`src/rtl/psm_seq.sv`:
```
// rtl/psm_seq.sv - three-phase operand sequencer with per-phase bitwise op, chaining and abort
module psm_seq #(
  parameter int WIDTH = 8,
  parameter int LEN1  = 2,
  parameter int LEN2  = 5,
  parameter int LEN3  = 3
) (
  input  logic             Clock,
  input  logic             Reset,
  input  logic [WIDTH-1:0] Din1,
  input  logic [WIDTH-1:0] Din2,
  input  logic [5:0]       Mode,
  input  logic             Chain,
  input  logic             Start,
  input  logic             Abort,
  output logic             Ready,
  output logic             Op1,
  output logic             Op2,
  output logic             Op3,
  output logic             Done,
  output logic             Aborted,
  output logic [WIDTH-1:0] Dout
);

  localparam int MAXLEN = (LEN1 > LEN2) ? ((LEN1 > LEN3) ? LEN1 : LEN3)
                                        : ((LEN2 > LEN3) ? LEN2 : LEN3);
  // A one-cycle-only build still needs a one-bit counter to stay legal.
  localparam int CW = (MAXLEN > 1) ? $clog2(MAXLEN) : 1;

  localparam logic [CW-1:0] LAST1 = CW'(LEN1 - 1);
  localparam logic [CW-1:0] LAST2 = CW'(LEN2 - 1);
  localparam logic [CW-1:0] LAST3 = CW'(LEN3 - 1);

  localparam logic [1:0] IDLE = 2'd0;
  localparam logic [1:0] PH1  = 2'd1;
  localparam logic [1:0] PH2  = 2'd2;
  localparam logic [1:0] PH3  = 2'd3;

  logic [1:0]       state_q, state_d;
  logic [CW-1:0]    cnt_q, cnt_d;
  logic [WIDTH-1:0] a_q, a_d;
  logic [WIDTH-1:0] b_q, b_d;
  logic [5:0]       mode_q, mode_d;
  logic             chain_q, chain_d;
  logic             done_q, done_d;
  logic             aborted_q, aborted_d;

  logic [1:0]       op_sel;
  logic [WIDTH-1:0] result;
  logic             phase_last;

  function automatic logic [WIDTH-1:0] apply_op(input logic [1:0] op,
                                                input logic [WIDTH-1:0] a,
                                                input logic [WIDTH-1:0] b);
    case (op)
      2'b00:   apply_op = a | b;
      2'b01:   apply_op = a ^ b;
      2'b10:   apply_op = a | ~b;
      default: apply_op = a & b;
    endcase
  endfunction

  always_comb begin
    op_sel     = mode_q[1:0];
    phase_last = 1'b0;
    case (state_q)
      PH1: phase_last = (cnt_q == LAST1);
      PH2: begin
        op_sel     = mode_q[3:2];
        phase_last = (cnt_q == LAST2);
      end
      PH3: begin
        op_sel     = mode_q[5:4];
        phase_last = (cnt_q == LAST3);
      end
      default: ;
    endcase
    result = apply_op(op_sel, a_q, b_q);
  end

  always_comb begin
    state_d   = state_q;
    cnt_d     = cnt_q;
    a_d       = a_q;
    b_d       = b_q;
    mode_d    = mode_q;
    chain_d   = chain_q;
    done_d    = 1'b0;
    aborted_d = 1'b0;
    if (state_q == IDLE) begin
      if (Start) begin
        state_d = PH1;
        cnt_d   = '0;
        a_d     = Din1;
        b_d     = Din2;
        mode_d  = Mode;
        chain_d = Chain;
      end
    end else if (Abort) begin
      // Abort wins over a phase ending on the same edge; operands are kept.
      state_d   = IDLE;
      cnt_d     = '0;
      aborted_d = 1'b1;
    end else if (phase_last) begin
      cnt_d = '0;
      case (state_q)
        PH1: state_d = PH2;
        PH2: state_d = PH3;
        default: begin
          state_d = IDLE;
          done_d  = 1'b1;
        end
      endcase
      if (chain_q && state_q != PH3) a_d = result;
    end else begin
      cnt_d = cnt_q + 1'b1;
    end
  end

  always_ff @(posedge Clock or posedge Reset) begin
    if (Reset) begin
      state_q   <= IDLE;
      cnt_q     <= '0;
      a_q       <= '0;
      b_q       <= '0;
      mode_q    <= '0;
      chain_q   <= 1'b0;
      done_q    <= 1'b0;
      aborted_q <= 1'b0;
    end else begin
      state_q   <= state_d;
      cnt_q     <= cnt_d;
      a_q       <= a_d;
      b_q       <= b_d;
      mode_q    <= mode_d;
      chain_q   <= chain_d;
      done_q    <= done_d;
      aborted_q <= aborted_d;
    end
  end

  assign Ready   = (state_q == IDLE);
  assign Op1     = (state_q == PH1);
  assign Op2     = (state_q == PH2);
  assign Op3     = (state_q == PH3);
  assign Done    = done_q;
  assign Aborted = aborted_q;
  assign Dout    = (state_q == IDLE) ? '0 : result;

endmodule

```
`config.mk`:
```
export PLATFORM = sky130hd
export DESIGN_NAME = psm_seq
export DESIGN_NICKNAME = d
export VERILOG_FILES = /design/src/rtl/psm_seq.sv
export SDC_FILE = /design/constraint.sdc
export NUM_CORES = 1
export LEC_CHECK = 0
export CAP_MARGIN = 40
export CORE_ASPECT_RATIO = 1.4
export CORE_MARGIN = 2
export CORE_UTILIZATION = 50
export DETAILED_ROUTE_END_ITERATION = 10
export GPL_ROUTABILITY_DRIVEN = 0
export PLACE_DENSITY = 0.89
export SKIP_CTS_REPAIR_TIMING = 1
export SKIP_LAST_GASP = 1
export SLEW_MARGIN = 10
export SYNTH_ARGS = -nofsm -noshare
export SYNTH_HDL_FRONTEND = slang
export SYNTH_SLANG_ARGS = --single-unit
```
`constraint.sdc`:
```
create_clock -name Clock -period 2.9 [get_ports Clock]
set_input_delay 0.58 -clock Clock [delete_from_list [all_inputs] [get_ports Clock]]
set_output_delay 0.58 -clock Clock [all_outputs]
set_load 0.005 [all_outputs]
```
==> flow_summary_export.csv, run 1 <==
group,metric,value,unit
clock_tree,cts_root_buffer,"clkbuf_8",
worst_hold_path,hp-class,"reg -> reg",
placement,dpl.hpwl,3.18,mm
logic_synthesis,ys_seq_elements,30,
timing,finalCriticalPeriod,3.15,ns
global_route,grt_pass1_vias,1551,
global_route,grt_pass1_wl,7.11,mm
routing,wire_per_inst,18.0,um
finish,area_growth,37.1,%
status,status,"finished with violations",
logic_synthesis,yosysWarningCount,0,
job,maxCapViolCount,0,
timing,rsz0062_at_grt,"true",
routing,drt-total-wl,4.51,mm
logic_synthesis,synth_ff_type,"dfrtp_1",
routing,viasPerCell,5.70,
routing,drtIter0Drc,23,
routing,drtAntennaViolNets,0,
timing,finalCritPeriodShare,109,%
global_route,gr-total-overflow,0,
logic_synthesis,ys_async_sr_fraction,100,%
timing,finClkSkew,0.00652,ns
floorplan,row_count,25,
logic_synthesis,yosysMostFrequentCell,"dfrtp_1",
placement,placed_area,2280,um^2
logic_synthesis,synth_commonest_cells,"dfrtp_1, nand2_1, mux2_2, ha_1, nor2_1",
clock_tree,clk_pin_slew_worst_paths,0.06,ns
timing,hold_viol_final,0,
timing,maxSlewHeadroom,41.4,%
floorplan,die-area,4070,um^2
setup_path,critical_path_arrival,2.57,ns
floorplan,ios,41,
finish,fin_nets,251,
status,failed_checks,"setup timing",
setup_path,worstPathRequired,2.32,ns
clock_tree,cts_tree,"done",
finish,drive_gt1_share,22.9,%
finish,n_antenna_cell,0,
worst_hold_path,worstHoldStart,"mode_q[1]",
clock_tree,cts_sinks,30,
clock_tree,cts_made_buffers,5,
floorplan,start_util,52.4,%
setup_path,slowest_stage,"clkdlybuf4s50_1",
power,power_density,1160,nW/um^2
finish,final_area,2450,um^2
logic_synthesis,syn-instance-count,158,
logic_synthesis,synth_top_area_share,42.0,%
floorplan,die_w,54.5,um
timing,fin_tns_setup,-0.253,ns
global_route,antenna_found_initial,0,
clock_tree,htreeDepth,2,
timing,maxSlewViolCount,0,
setup_path,startpoint,"state_q[0]",
logic_synthesis,synth_edf_count,0,
setup_path,cp-end-kind,"primary output",
logic_synthesis,synth_cell_types,27,
routing,dr.pass1.iters,4,
floorplan,core,3410,um^2
power,power_leakage,1.16,nW
setup_path,cpPeakStageDelay,0.57,ns
global_route,grt_use_total,24.9,%
logic_synthesis,synthesis.area,1790,um^2
clock_tree,clkLatencyLatePin,0.29,ns
logic_synthesis,synth_area_leader_cell,"dfrtp_1",
timing,setup_viol,1,
finish,finalNonFillerCells,250,
timing,max_freq,0.317,GHz
logic_synthesis,yosys-top-cells-area,"dfrtp_1, ha_1, mux2_2",
routing,drc,0,
placement,port_buffers,40,
timing,worst_pin_slew,0.878,ns
placement,placed_cells,241,
clock_tree,cts_buffer_depth,2,
floorplan,die_height,74.7,um
logic_synthesis,syn-num-nets,200,
setup_path,critPathMaxFanout,16,
timing,layout_setup_ws,-0.253,ns
power,vdd_ir_drop_max,693,uV
setup_path,critPathLaunchType,"register",
setup_path,r2r-start,"state_q[0]",
setup_path,worstPathCellList,"inv_1, ha_2, nor3b_2, a221o_1, buf_12, xnor2_1, a221oi_2, clkdlybuf4s50_1",
routing,via_count,1425,
logic_synthesis,ys_seq_area_share,42.0,%
setup_path,worstSetupPathType,"reg -> out",
logic_synthesis,syn_area_per_cell,11.3,um^2
global_route,grt_max_degree,31,
## path summary, 6_finish.rpt
| check | endpoint | slack [ns] | depth (start not counted) |
|---|---|---|---|
| min reg2reg | mode_q[1] | 0.52 | 1 |
| min in group asynchronous | a_q[4] | 0.67 | 3 |
| max reg2reg | a_q[4] | 0.33 | 7 |
| max in group asynchronous | b_q[2] | 1.94 | 3 |
| max | Dout[7] | -0.25 | 8 |
| min | mode_q[1] | 0.52 | 1 |
## placed cells by master (no fill, tap or decap)
cell type / count
or3b_4: 1
nand2b_1: 1
a221oi_2: 8
nor3b_1: 2
o21bai_1: 1
ha_2: 1
a32o_2: 1
clkbuf_8: 6
o31a_1: 1
clkinv_2: 1
dfrtp_1: 30
ha_1: 14
nor2b_1: 5
a22o_1: 1
inv_1: 3
clkbuf_1: 1
a2111oi_4: 1
nor2_1: 10
a221o_1: 2
nor3_1: 1
o21ai_0: 3
o21ai_1: 1
nor3b_2: 1
mux2_2: 16
nand2_1: 20
xnor2_1: 8
buf_4: 11
clkdlybuf4s50_1: 33
dlymetal6s2s_1: 7
buf_12: 1
xor2_1: 2
o22a_1: 8
mux2i_1: 8
## layer usage
layer  routed length (um)  GRT usage [%]
met5                    0              0
met4                  106           13.6
met3                  133           5.16
met2                 2520           44.7
met1                 1750           26.1
## layout make-up
cell class                 instances  area [um^2]
clock buffer                       7         86.3
clock inverter                     1         5.00
fill                             240          960
inverter                           3         11.3
multi-input combinational        117         1030
sequential                        30          751
tap                               40         50.0
timing repair buffer              52          520
## sequential cells by signal (all words and copies together) (netlist names)
register,count
b_q,8
chain_q,1
Done,1
mode_q,6
state_q,2
Aborted,1
cnt_q,3
a_q,8
## per-stage QoR
stage / setup slack (ns) / power (W) / util [%] / hold WS [ns]
floorplan: 0.451 / 0.00174 / - / 0.471
global placement: 0.0340 / 0.00221 / 66.8 / 0.488
detailed placement: -0.00386 / 0.00235 / 66.8 / 0.489
CTS: -0.339 / 0.00271 / 69.4 / 0.510
global route: -0.405 / 0.00302 / 71.9 / 0.541
finish: -0.253 / 0.00283 / 71.9 / 0.515
## cells by family after synthesis
| group | synth area share [%] |
|---|---|
| xor gates and xnor gates | 4.90 |
| buffers and inverters | 3.78 |
| AOI/OAI and AO/OA | 13.7 |
| muxes | 14.6 |
| DFF | 42.0 |
| adders and majority gates | 10.5 |
| and+or+nand+nor | 10.6 |
## critical path: cells and delay by family, from the launching register on
| kind | cells | cell delay (ns) |
|---|---|---|
| buffers and inverters | 3 | 0.83 |
| AO/OA/AOI/OAI | 2 | 0.60 |
| flip-flops | 1 | 0.40 |
| adder cells (fa/ha/maj) | 1 | 0.23 |
| XOR/XNOR | 1 | 0.14 |
| AND/OR/NAND/NOR | 1 | 0.07 |
## power by group
part           internal, W  switching, W  total, W
Clock             0.000191      0.000157  0.000348
Sequential        0.000612      0.000165  0.000777
Combinational     0.000915      0.000790   0.00171
Total              0.00172       0.00111   0.00283
Power figures use the tool's default switching activity.
==> run 2, diff against run 1 <==
- CELL_PAD_IN_SITES_DETAIL_PLACEMENT: unset -> 0
- CELL_PAD_IN_SITES_GLOBAL_PLACEMENT: unset -> 1
- CORE_UTILIZATION: 50 -> 39
==> flow_summary_export.csv, run 2 (synthesis gave the netlist of run 1 again) <==
group,metric,value,unit
setup_path,critPathMaxFanout,14,
routing,drtIter0Drc,20,
timing,finalCritPeriodShare,107,%
timing,maxSlewViolCount,0,
floorplan,ios,41,
setup_path,critical_path_arrival,2.52,ns
setup_path,r2r_end,"a_q[3]",
clock_tree,cts_made_buffers,5,
timing,rsz0062_at_grt,"true",
power,power_density,1110,nW/um^2
global_route,gr-total-overflow,0,
setup_path,crit_path_end,"Dout[4]",
floorplan,die_height,84.1,um
global_route,grt_max_degree,31,
setup_path,cp-end-kind,"primary output",
placement,dpl.hpwl,2.75,mm
setup_path,startpoint,"state_q[0]",
floorplan,die-area,5150,um^2
power,power_leakage,1.13,nW
timing,hold_viol_final,0,
setup_path,r2r-start,"state_q[1]",
finish,layout_commonest_cell,"clkdlybuf4s50_1",
clock_tree,cts_root_buffer,"clkbuf_8",
status,failed_checks,"setup timing",
finish,n_antenna_cell,0,
power,vdd_ir_drop_max,624,uV
job,maxCapViolCount,0,
status,status,"finished with violations",
floorplan,die_w,61.2,um
routing,via_count,1383,
timing,setup_viol,6,
setup_path,worstPathRequired,2.32,ns
timing,maxSlewHeadroom,43.4,%
placement,placed_cells,263,
finish,fin_nets,256,
timing,layout_setup_ws,-0.204,ns
timing,fin_tns_setup,-0.775,ns
routing,viasPerCell,4.99,
clock_tree,clkLatencyLatePin,0.28,ns
global_route,grt_use_total,16.6,%
clock_tree,cts_buffer_depth,2,
clock_tree,clk_pin_slew_worst_paths,0.06,ns
floorplan,core,4460,um^2
timing,finClkSkew,0.00509,ns
placement,port_buffers,40,
setup_path,critPathLaunchType,"register",
setup_path,reg2reg_depth,7,
timing,finalCriticalPeriod,3.10,ns
setup_path,worstSetupPathType,"reg -> out",
finish,fillCellCount,410,
clock_tree,cts_sinks,30,
finish,final_cell_mix,"clkdlybuf4s50_1, dfrtp_1, nand2_1",
finish,finalNonFillerCells,277,
routing,dr.pass1.iters,4,
finish,area_growth,39.7,%
setup_path,rrSetupSlack,0.45,ns
global_route,grt_pass1_vias,1387,
clock_tree,cts_tree,"done",
worst_hold_path,hp-class,"reg -> reg",
timing,worst_pin_slew,0.849,ns
floorplan,row_count,29,
timing,max_freq,0.322,GHz
power,fin_total_pwr,0.00278,W
clock_tree,htreeDepth,2,
finish,biggestRegsByFlops,"a_q: 8 flops, b_q: 8 flops, mode_q: 6 flops",
routing,wire_per_inst,13.7,um
finish,drive_gt1_share,23.7,%
routing,drt-total-wl,3.81,mm
routing,drtAntennaViolNets,0,
routing,drc,0,
global_route,antenna_found_initial,0,
floorplan,start_util,40.0,%
timing,timing.hold.ws,0.506,ns
global_route,grt_pass1_wl,6.44,mm
run 2: cell count changes in the layout (fill, tap and decap cells not counted), moves of 3 or more:
cell | before | now
clkdlybuf4s50_1 | 33 | 36
a221oi_2 | 8 | 5
dlymetal6s2s_1 | 7 | 4
a221oi_1 | 0 | 3
buf_4 | 11 | 16
run 2: worst min-delay path by stage:
stage	start	end	cells after the start
after floorplan	mode_q[0]	mode_q[0]	1
after detailed placement	mode_q[1]	mode_q[1]	1
after CTS	mode_q[1]	mode_q[1]	1
final	mode_q[1]	mode_q[1]	1
after global placement	chain_q	chain_q	1
after global routing	chain_q	chain_q	1
run 2: per-layer routing:
layer | up-vias | GRT usage [%] | wire length [um]
met5 | - | 0 | 0
met4 | 0 | 6.92 | 100
met3 | 9 | 4.03 | 133
met2 | 29 | 26.7 | 2010
met1 | 665 | 20.5 | 1560
li1 | 680 | - | -
run 2: worst max-delay path: stages, from the launching register on:
cell	delay (ns)
dfrtp_1	0.39
inv_2	0.07
ha_4	0.17
a221o_1	0.38
buf_12	0.17
xnor2_1	0.12
a221oi_1	0.26
buf_4	0.17
clkdlybuf4s50_1	0.49
run 2: cell type report:
cell class                      instances  area, um^2  share of cell area (%)
Inverter                                3        11.3                   0.451
Multi-Input combinational cell        117        1010                    40.7
Tap cell                               62        77.6                    3.11
Timing Repair Buffer                   57         551                    22.1
Sequential cell                        30         751                    30.1
Clock inverter                          1        5.00                   0.201
Clock buffer                            7        86.3                    3.46
run 2: stage by stage:
| stage | area (um^2) | utilization, % | setup slack (ns) |
|---|---|---|---|
| final | 2500 | 55.9 | -0.204 |
| after global routing | 2500 | 55.9 | -0.302 |
| after CTS | 2390 | 53.7 | -0.411 |
| after detailed placement | 2300 | 51.6 | -0.0352 |
| after global placement | 2300 | 51.6 | 0.0196 |
| after floorplan | 1790 | - | 0.451 |
run 2: report_power, final:
part	switching, W	internal (W)
logic	0.000713	0.000955
clock network	0.000154	0.000191
registers	0.000151	0.000612
